<file path="src/rtl/stepper_phase_driver_if.sv">
// Command handshake bundle for stepper_phase_driver: the sender drives valid/lines/dir
// and the driver returns ready.
interface stepper_phase_driver_if #(
    parameter int unsigned CMD_WIDTH = 8
) ();
    logic                 cmd_valid;
    logic                 cmd_ready;
    logic [CMD_WIDTH-1:0] cmd_lines;
    logic                 cmd_dir;

    modport master (
        output cmd_valid,
        output cmd_lines,
        output cmd_dir,
        input  cmd_ready
    );

    modport slave (
        input  cmd_valid,
        input  cmd_lines,
        input  cmd_dir,
        output cmd_ready
    );
endinterface

</file>
<file path="src/rtl/stepper_phase_driver.sv">
// Two-phase Gray-coded stepper drive: feeds cmd_lines lines (two steps per line) at one step
// per STEP_PERIOD clocks. Optional line_tick output under STEPPER_PHASE_DRIVER_LINE_TICK_EN.
module stepper_phase_driver #(
    parameter int unsigned STEP_PERIOD = 1000,
    parameter int unsigned CMD_WIDTH   = 8
) (
    input  logic                         clk,
    input  logic                         reset,
    stepper_phase_driver_if.slave        cmd,
    input  logic                         abort,
    output logic                         motor_phase_a,
    output logic                         motor_phase_b,
    output logic                         busy,
    output logic                         done_tick
`ifdef STEPPER_PHASE_DRIVER_LINE_TICK_EN
    ,
    output logic                         line_tick
`endif
);

    localparam int unsigned TW = (STEP_PERIOD > 1) ? $clog2(STEP_PERIOD) : 1;
    localparam logic [TW-1:0] TimerLast = TW'(STEP_PERIOD - 1);

    typedef enum logic [1:0] {
        StIdle,
        StRun,
        StDone
    } state_e;

    state_e             state_q, state_d;
    logic [1:0]         phase_q, phase_d;
    logic [TW-1:0]      timer_q, timer_d;
    logic [CMD_WIDTH:0] steps_q, steps_d;
    logic               dir_q, dir_d;
    logic               done_q, done_d;
    logic               line_q, line_d;

    // Gray step on {a, b}: forward 00->01->11->10, reverse is the inverse walk.
    function automatic logic [1:0] next_phase(input logic [1:0] p, input logic rev);
        return rev ? {~p[0], p[1]} : {p[0], ~p[1]};
    endfunction

    always_ff @(posedge clk or negedge reset) begin
        if (!reset) begin
            state_q <= StIdle;
            phase_q <= 2'b00;
            timer_q <= '0;
            steps_q <= '0;
            dir_q   <= 1'b0;
            done_q  <= 1'b0;
            line_q  <= 1'b0;
        end else begin
            state_q <= state_d;
            phase_q <= phase_d;
            timer_q <= timer_d;
            steps_q <= steps_d;
            dir_q   <= dir_d;
            done_q  <= done_d;
            line_q  <= line_d;
        end
    end

    always_comb begin
        state_d = state_q;
        phase_d = phase_q;
        timer_d = timer_q;
        steps_d = steps_q;
        dir_d   = dir_q;
        done_d  = 1'b0;
        line_d  = 1'b0;
        unique case (state_q)
            StIdle: begin
                if (cmd.cmd_valid) begin
                    dir_d   = cmd.cmd_dir;
                    steps_d = {cmd.cmd_lines, 1'b0};
                    timer_d = '0;
                    if (cmd.cmd_lines != '0) begin
                        state_d = StRun;
                    end else begin
                        done_d = 1'b1;
                    end
                end
            end
            StRun: begin
                if (abort) begin
                    // A step due on this same cycle is dropped.
                    state_d = StDone;
                    done_d  = 1'b1;
                    timer_d = '0;
                    steps_d = '0;
                end else if (timer_q == TimerLast) begin
                    timer_d = '0;
                    phase_d = next_phase(phase_q, dir_q);
                    steps_d = steps_q - 1'b1;
                    // Odd count before the step means this step closes a line.
                    line_d  = steps_q[0];
                    if (steps_q == (CMD_WIDTH + 1)'(1)) begin
                        state_d = StDone;
                        done_d  = 1'b1;
                    end
                end else begin
                    timer_d = timer_q + 1'b1;
                end
            end
            StDone: begin
                state_d = StIdle;
            end
            default: begin
                state_d = StIdle;
            end
        endcase
    end

    assign cmd.cmd_ready  = (state_q == StIdle);
    assign busy           = (state_q == StRun);
    assign done_tick      = done_q;
    assign motor_phase_a  = phase_q[1];
    assign motor_phase_b  = phase_q[0];

`ifdef STEPPER_PHASE_DRIVER_LINE_TICK_EN
    assign line_tick = line_q;
`else
    logic unused_line;
    assign unused_line = line_q;
`endif

endmodule
</file>
<file path="src/flat_wrapper.sv">
// flat-port wrapper written by rule: the top's interface ports become plain ports
module stepper_phase_driver_flat 
#(
    parameter int unsigned STEP_PERIOD = 1000,
    parameter int unsigned CMD_WIDTH   = 8
)
  (clk, reset, abort, motor_phase_a, motor_phase_b, busy, done_tick, cmd_cmd_valid, cmd_cmd_lines, cmd_cmd_dir, cmd_cmd_ready);
  stepper_phase_driver_if #(.CMD_WIDTH(CMD_WIDTH)) cmd_i ();
  input  logic clk;
  input  logic reset;
  input  logic abort;
  output logic motor_phase_a;
  output logic motor_phase_b;
  output logic busy;
  output logic done_tick;
  input wire logic [$bits(cmd_i.cmd_valid)-1:0] cmd_cmd_valid;
  input wire logic [$bits(cmd_i.cmd_lines)-1:0] cmd_cmd_lines;
  input wire logic [$bits(cmd_i.cmd_dir)-1:0] cmd_cmd_dir;
  output wire logic [$bits(cmd_i.cmd_ready)-1:0] cmd_cmd_ready;
  assign cmd_i.cmd_valid = cmd_cmd_valid;
  assign cmd_i.cmd_lines = cmd_cmd_lines;
  assign cmd_i.cmd_dir = cmd_cmd_dir;
  assign cmd_cmd_ready = cmd_i.cmd_ready;
  stepper_phase_driver #(.STEP_PERIOD(STEP_PERIOD), .CMD_WIDTH(CMD_WIDTH)) u_core (.clk(clk), .reset(reset), .cmd(cmd_i), .abort(abort), .motor_phase_a(motor_phase_a), .motor_phase_b(motor_phase_b), .busy(busy), .done_tick(done_tick));
endmodule
</file>
<file path="config.mk">
export PLATFORM = sky130hd
export DESIGN_NAME = stepper_phase_driver_flat
export DESIGN_NICKNAME = d
export VERILOG_FILES = /design/src/rtl/stepper_phase_driver_if.sv /design/src/rtl/stepper_phase_driver.sv /design/src/flat_wrapper.sv
export SDC_FILE = /design/constraint.sdc
export NUM_CORES = 1
export LEC_CHECK = 0
export ABC_AREA = 1
export ABC_CLOCK_PERIOD_IN_PS = 3000
export CAP_MARGIN = 20
export CORE_MARGIN = 4
export CORE_UTILIZATION = 30
export DETAILED_ROUTE_END_ITERATION = 16
export MAX_ROUTING_LAYER = met4
export PLACE_DENSITY_LB_ADDON = 0.3
export RECOVER_POWER = 100
export REMOVE_ABC_BUFFERS = 1
export SYNTH_ARGS = -nofsm -noshare
export SYNTH_HDL_FRONTEND = slang
export SYNTH_SLANG_ARGS = --single-unit
</file>
<file path="constraint.sdc">
create_clock -name clk -period 3 [get_ports clk]
set_input_delay 0.45 -clock clk [delete_from_list [all_inputs] [get_ports clk]]
set_output_delay 0.45 -clock clk [all_outputs]
set_load 0.01 [all_outputs]
</file>
==> out/results.txt <==
Status: completed
Core Area: 0.00511 mm^2
Hold Path Class: flop to flop
Final WL: 3480 um
Slew Viols, Final: 0
Die height: 80.4 um
Initial antenna violation count: 0
Pwr Total: 0.00118 W
# IOs: 18
Hold-fix buffer count after cts: 0
Die X: 80.4 um
Hold path start: u_core.steps_q[7]
Number of distinct library cells after synthesis: 25
P&R area growth vs syn: 17.7%
Syn. warnings: 0
Final worst path period need: 2.09 ns
Worst-path maximum fanout: 8
Worst slew margin: 8.12%
Diode count: 0
Share of layout cells above drive strength 1: 6.15%
Via-per-instance ratio: 4.54
Worst Clk Skew: 0.00839 ns
Reg2reg path depth: 9
DIE AREA: 0.00646 mm^2
Setup TNS: 0 ns
Final period util: 69.6%
Worst slew pin tran: 1.38 ns
RR Startpoint: u_core.state_q[1]
Crit end category: flop
RSZ-0062 raised after global routing: no
Pwr/cell area: 636 mW/mm^2
CP max-delay cell: dlygate4sd3_1
Final Util: 36.2%
Yosys reg bits: 25
H-tree depth: 1
Clk buf depth: 2
Avg WL per Cell: 11.1 um
Setup ws final: 0.913 ns
Design area: 0.00185 mm^2
Postcts setup bufs: 0
Req. time, crit path: 3.16 ns
Drt pass-1 iters: 4
Area taken by multi-input logic gates: 797 um^2
Crit Path Class: input pin to flop
TritonCTS Buffers: 3
Clk pin slew, worst setup/hold paths: 0.08 ns
Synth Cell Area: 0.00157 mm^2
Worst VDD drop: 0.276 mV
Routability cong.: 0.842
Final setup vio count: 0
Critical path capture point: u_core.steps_q[8]
Crit path arrival time: 2.25 ns
TritonCTS Sinks: 25
Max cap viols: 0
Timing-limited maximum frequency: 479 MHz
FILL cells: 559
CP peak stage delay: 0.53 ns
Vias in the first global route: 1357
Fin. Hold Viols: 0
First-pass GRT wire length: 6140 um
Clk Latency, worst-skew pair: 0.28 ns
Routed via count: 1427
Crit. Startpoint: cmd_cmd_valid
Dpl ws: 1.24 ns
DRC viols: 0
Hpwl dp: 2680 um
# port buffers: 17
Cells after Synth: 222
Reg2reg setup slack: 1.10 ns
CTS tree: built
Avg Cell Area, Syn: 7.08 um^2
Overflow after GRT: 0
Resize count post-CTS: 0
Startpoint Class: input pin
Sequential share of the synthesized area: 39.8%
Largest net degree at the start of global routing: 26
Leak pwr: 0.911 nW
FP Rows: 26
Worst path cell trace: dlygate4sd3_1 -> nand2_1 -> inv_1 -> nor2_1 -> inv_4 -> nand2_1 -> inv_4 -> nand2_1 -> nand2_1
GR Util All Layers: 12.4%
FF+latch area: 626 um^2
First-iteration detailed-routing DRC count: 72
FF-to-FF End: u_core.steps_q[8]
Area after DPL: 0.00184 mm^2
Nets@finish: 261
Final ANT Viol Nets: 0
CTS root buf: clkbuf_8
Initial Util: 30.8%
Most used cell, CP: nand2_1
-- cell usage after synthesis (all sizes together) --
library cell / number / area share, %
nand2: 88 / 23
inv: 30 / 7.6
dfrtp: 25 / 40
nand3: 24 / 8.0
nor2: 23 / 7.2
o21ai: 11 / 3.5
xor2: 4 / 2.2
ha: 3 / 2.4
xnor2: 3 / 1.7
nand3b: 2 / 0.96
nand4: 2 / 0.80
nor3: 2 / 0.64
o22ai: 2 / 0.80
a22oi: 1 / 0.48
nor4: 1 / 0.40
o21bai: 1 / 0.48
-- how the worst min path moves through the flow --
stage / cells after the start / endpoint / slack, ns
after CTS: 2 / u_core.steps_q[7] / 0.52
after detailed placement: 2 / u_core.steps_q[7] / 0.49
after global placement: 2 / u_core.steps_q[7] / 0.50
final: 2 / u_core.steps_q[7] / 0.51
after floorplan: 0 / u_core.dir_q / 0.15
after global routing: 2 / u_core.steps_q[7] / 0.53
-- stage by stage --
stage / hold WS (ns) / std cells
2_1_floorplan: 0.154 / 222
3_3_place_gp: 0.498 / 310
3_5_place_dp: 0.491 / 310
4_1_cts: 0.515 / 314
5_1_grt: 0.533 / 314
6_report: 0.509 / 314
-- layout by cell type, fill, tap and decap left out, types with 3 or more instances in the layout --
master and n:
ha_1 3, nand2_1 85, clkdlybuf4s50_1 10, inv_4 3, dfrtp_1 25, dlygate4sd3_1 7, o21ai_0 11, nor2_1 20
xor2_1 4, clkbuf_8 3, xnor2_1 3, inv_1 25, nand3_1 23
-- registers in the layout, summed over array words and instances (netlist names) --
signal,count
u_core.timer_q,10
u_core.steps_q,9
u_core.dir_q,1
u_core.done_tick,1
u_core.phase_q,2
u_core.state_q,2
-- worst max-delay path: cells and delay by family --
family,cells,cell delay [ns]
buffers and inverters,4,0.80
and+or+nand+nor,5,0.98
-- cell families after synthesis --
logic type                 synth area share (%)
and+or+nand+nor                            41.0
buffers and inverters                      7.64
DFF                                        39.8
AOI/OAI and AO/OA                          5.25
xor gates and xnor gates                   3.90
adders and majority gates                  2.39
-- metal layers --
metal / track usage, % / vias up / part of all wire [%]
li1: - / 739 / -
met1: 16.2 / 660 / 50
met2: 19.5 / 21 / 45
met3: 1.12 / 7 / 2.9
met4: 5.57 / 0 / 2.4
met5: - / - / 0
-- cell type report --
type	instances	area share, %
inverter	30	6.50
tap	70	4.74
clock buffer	4	2.44
multi-input combinational	167	43.1
sequential	25	33.8
timing repair buffer	18	9.40
-- where the power goes --
part,leakage (nW),switching [W],internal (W)
registers,0.332,0.0000840,0.000413
logic,0.556,0.000299,0.000175
clock network,0.0228,0.000110,0.0000952
total,0.911,0.000493,0.000683
Note: power is estimated with default switching activity, not from simulation.
==> RTL change, RTL diff (same settings) <==
`STEP_PERIOD` is set to 1000 in 2 places; all go to 500.
--- a/src/rtl/stepper_phase_driver.sv
+++ b/src/rtl/stepper_phase_driver.sv
@@ -1,7 +1,7 @@
 // Two-phase Gray-coded stepper drive: feeds cmd_lines lines (two steps per line) at one step
 // per STEP_PERIOD clocks. Optional line_tick output under STEPPER_PHASE_DRIVER_LINE_TICK_EN.
 module stepper_phase_driver #(
-    parameter int unsigned STEP_PERIOD = 1000,
+    parameter int unsigned STEP_PERIOD = 500,
     parameter int unsigned CMD_WIDTH   = 8
 ) (
     input  logic                         clk,
--- a/src/flat_wrapper.sv
+++ b/src/flat_wrapper.sv
@@ -1,7 +1,7 @@
 // flat-port wrapper written by rule: the top's interface ports become plain ports
 module stepper_phase_driver_flat 
 #(
-    parameter int unsigned STEP_PERIOD = 1000,
+    parameter int unsigned STEP_PERIOD = 500,
     parameter int unsigned CMD_WIDTH   = 8
 )
   (clk, reset, abort, motor_phase_a, motor_phase_b, busy, done_tick, cmd_cmd_valid, cmd_cmd_lines, cmd_cmd_dir, cmd_cmd_ready);
Function: no difference found for any inputs over 10 cycles, from zero or initial values and one cycle with reset low; that may be too few to reach the edited logic, so the function may still have changed.
==> RTL change against the unedited design <==
  * Wire length decreased by 15%
  * Sequential cell count fell by 1
  * Total power up 5.2%
  * Count of clock-buffer cells in the layout is 1 lower
  * Clock skew shrank 6.1 ps
  * Area after synthesis shrank 4.5%
  * Setup slack got worse by 250 ps
  * Register-to-register slack worse by 440 ps
  * Cell area fell by 5.1%
  * First-iteration DRC count decreased by 26%
  * Synthesized cell count fell by 12%
  * Critical path type is now reg2reg
==> RTL change: results (changes against the unedited design) <==
Global route
  • First-pass GRT wire length: 5.42 mm (-12%)
  • Largest net degree at the start of global routing: 25 (-3.8%)
  • GRT Util Overall: 10.9% (-1.5 points)
  • Initial antenna violation count: 0 (unchanged)

Drt
  • Vias per cell: 4.39 (-3.4%)
  • Starting DRT DRC Count: 53 (-26%)
  • DRC viols: 0 (unchanged)
  • Drt pass-1 iters: 4 (unchanged)
  • DR vias: 1,238 (-13%)
  • Routed WL: 2.98 mm (-15%)

Clock tree
  • Total CTS buffers: 3 (unchanged)
  • H-tree depth: 1 (unchanged)
  • CTS root buf: clkbuf_8
  • Post-cts resize count: 0 (unchanged)

Place
  • Dpl cell area: 1740 µm² (-5.2%)
  • Placer Congestion: 0.837 (-0.64%)
  • Placed insts: 278 (-10%)
  • Post-DP HPWL: 2.31 mm (-14%)

Synthesis
  • Syn_area_per_cell: 7.70 µm² (+8.8%)
  • Sequential fraction of the synthesis area: 40.0% (+0.19 points)
  • Top post-synthesis cells by area: dfrtp_1 (40%), nand2_1 (15%), inv_1 (6.5%), nand3_1 (4.7%), nor2_1 (2.8%)
  • Post-synth cell types: 27 (+8.0%)
  • Synth top cells by count: nand2_1 (60), inv_1 (26), dfrtp_1 (24)
  • Synth warn: 0 (unchanged)

Layout
  • Layout cells sized above 1: 8.37% (+2.2 points)
  • Top Registers: u_core.steps_q (9), u_core.timer_q (9)
  • # diodes: 0 (unchanged)
  • Fin nets: 232 (-11%)

Worst setup path
  • R2R setup slack: 660 ps (-440 ps)
  • Crit-path max FO: 12 (+4)
  • Worst Setup Start Kind: flip-flop
  • Critical path arrival: 2500 ps (+250 ps)

STA
  • Worst-margin pin slew: 1330 ps (-52.3 ps)
  • Worst Skew: 2.32 ps (-6.07 ps)
  • WHS: 498 ps (-11.2 ps)

Hold path
  • Hold Crit Start: u_core.steps_q[7]

Power
  • Maximum VDD drop: 304 µV (+9.9%)
  • Leak Pwr: 0.845 nW (-7.3%)

Outcome
  • Outcome: finished clean
## RTL change: cell types whose count changed after synthesis, sizes merged, moves of 3 or more
cell and delta:
a21oi +4, o21ai +3, nor2 -7, o22ai +3
nand2 -18, nand3 -10
## RTL change: area by class of cell
type,instances,area [µm²]
repair buffers,18,174
inverters,29,116
clock buffers,3,41.3
flip-flops and latches,24,601
well taps,67,83.8
multi-input cells,140,708
fillers,516,3030
clock inverters,1,30.0
## RTL change: path summary, 6_finish.rpt
check	endpoint	cells after the start
min in group asynchronous	u_core.steps_q[4]	2
max	u_core.steps_q[4]	8
min reg2reg	u_core.steps_q[7]	2
min	u_core.steps_q[7]	2
max in group asynchronous	u_core.timer_q[4]	2
max reg2reg	u_core.steps_q[4]	8
## RTL change: kinds of logic (layout without fill, tap and decap cells)
| logic type | Yosys count | after routing | share of synthesized area (%) |
|---|---|---|---|
| buffers and inverters | 31 | 51 | 9.25 |
| AND/OR/NAND/NOR | 105 | 105 | 34.1 |
| XOR/XNOR | 6 | 6 | 3.50 |
| AO/OA/AOI/OAI | 26 | 26 | 10.7 |
| adder cells (fa/ha/maj) | 3 | 3 | 2.50 |
| flip-flops | 24 | 24 | 40.0 |
## RTL change: routing by layer
layer	GRT usage, %	vias up	wire length (µm)
met3	1.36	6	66
met5	-	-	0
met4	2.62	0	36
met1	15.3	550	1530
met2	16.6	19	1350
li1	-	663	-
## RTL change: critical path, cell delays in order (launching register included)
cell and delay, ps:
dfrtp_1 400, inv_1 60, nand2_1 230, nor2_1 890, nand2_8 110, nand2_1 310
inv_8 70, nand2_1 90, o21ai_2 50
## RTL change: where the power goes
part / total, mW / switching [mW] / internal (mW) / leakage (nW)
clock: 0.288 / 0.109 / 0.178 / 0.0357
sequential: 0.464 / 0.0637 / 0.400 / 0.317
combinational: 0.485 / 0.307 / 0.178 / 0.493
total: 1.24 / 0.480 / 0.757 / 0.845
## RTL change: stage by stage
step / worst slack (ps) / utilization, % / power, mW
after detailed placement: 1230 / 36.4 / 1.01
after global placement: 1240 / 36.4 / 1.01
after floorplan: 1720 / - / 0.866
after CTS: 920 / 37.9 / 1.30
after global routing: 475 / 36.7 / 1.36
final: 662 / 36.7 / 1.24
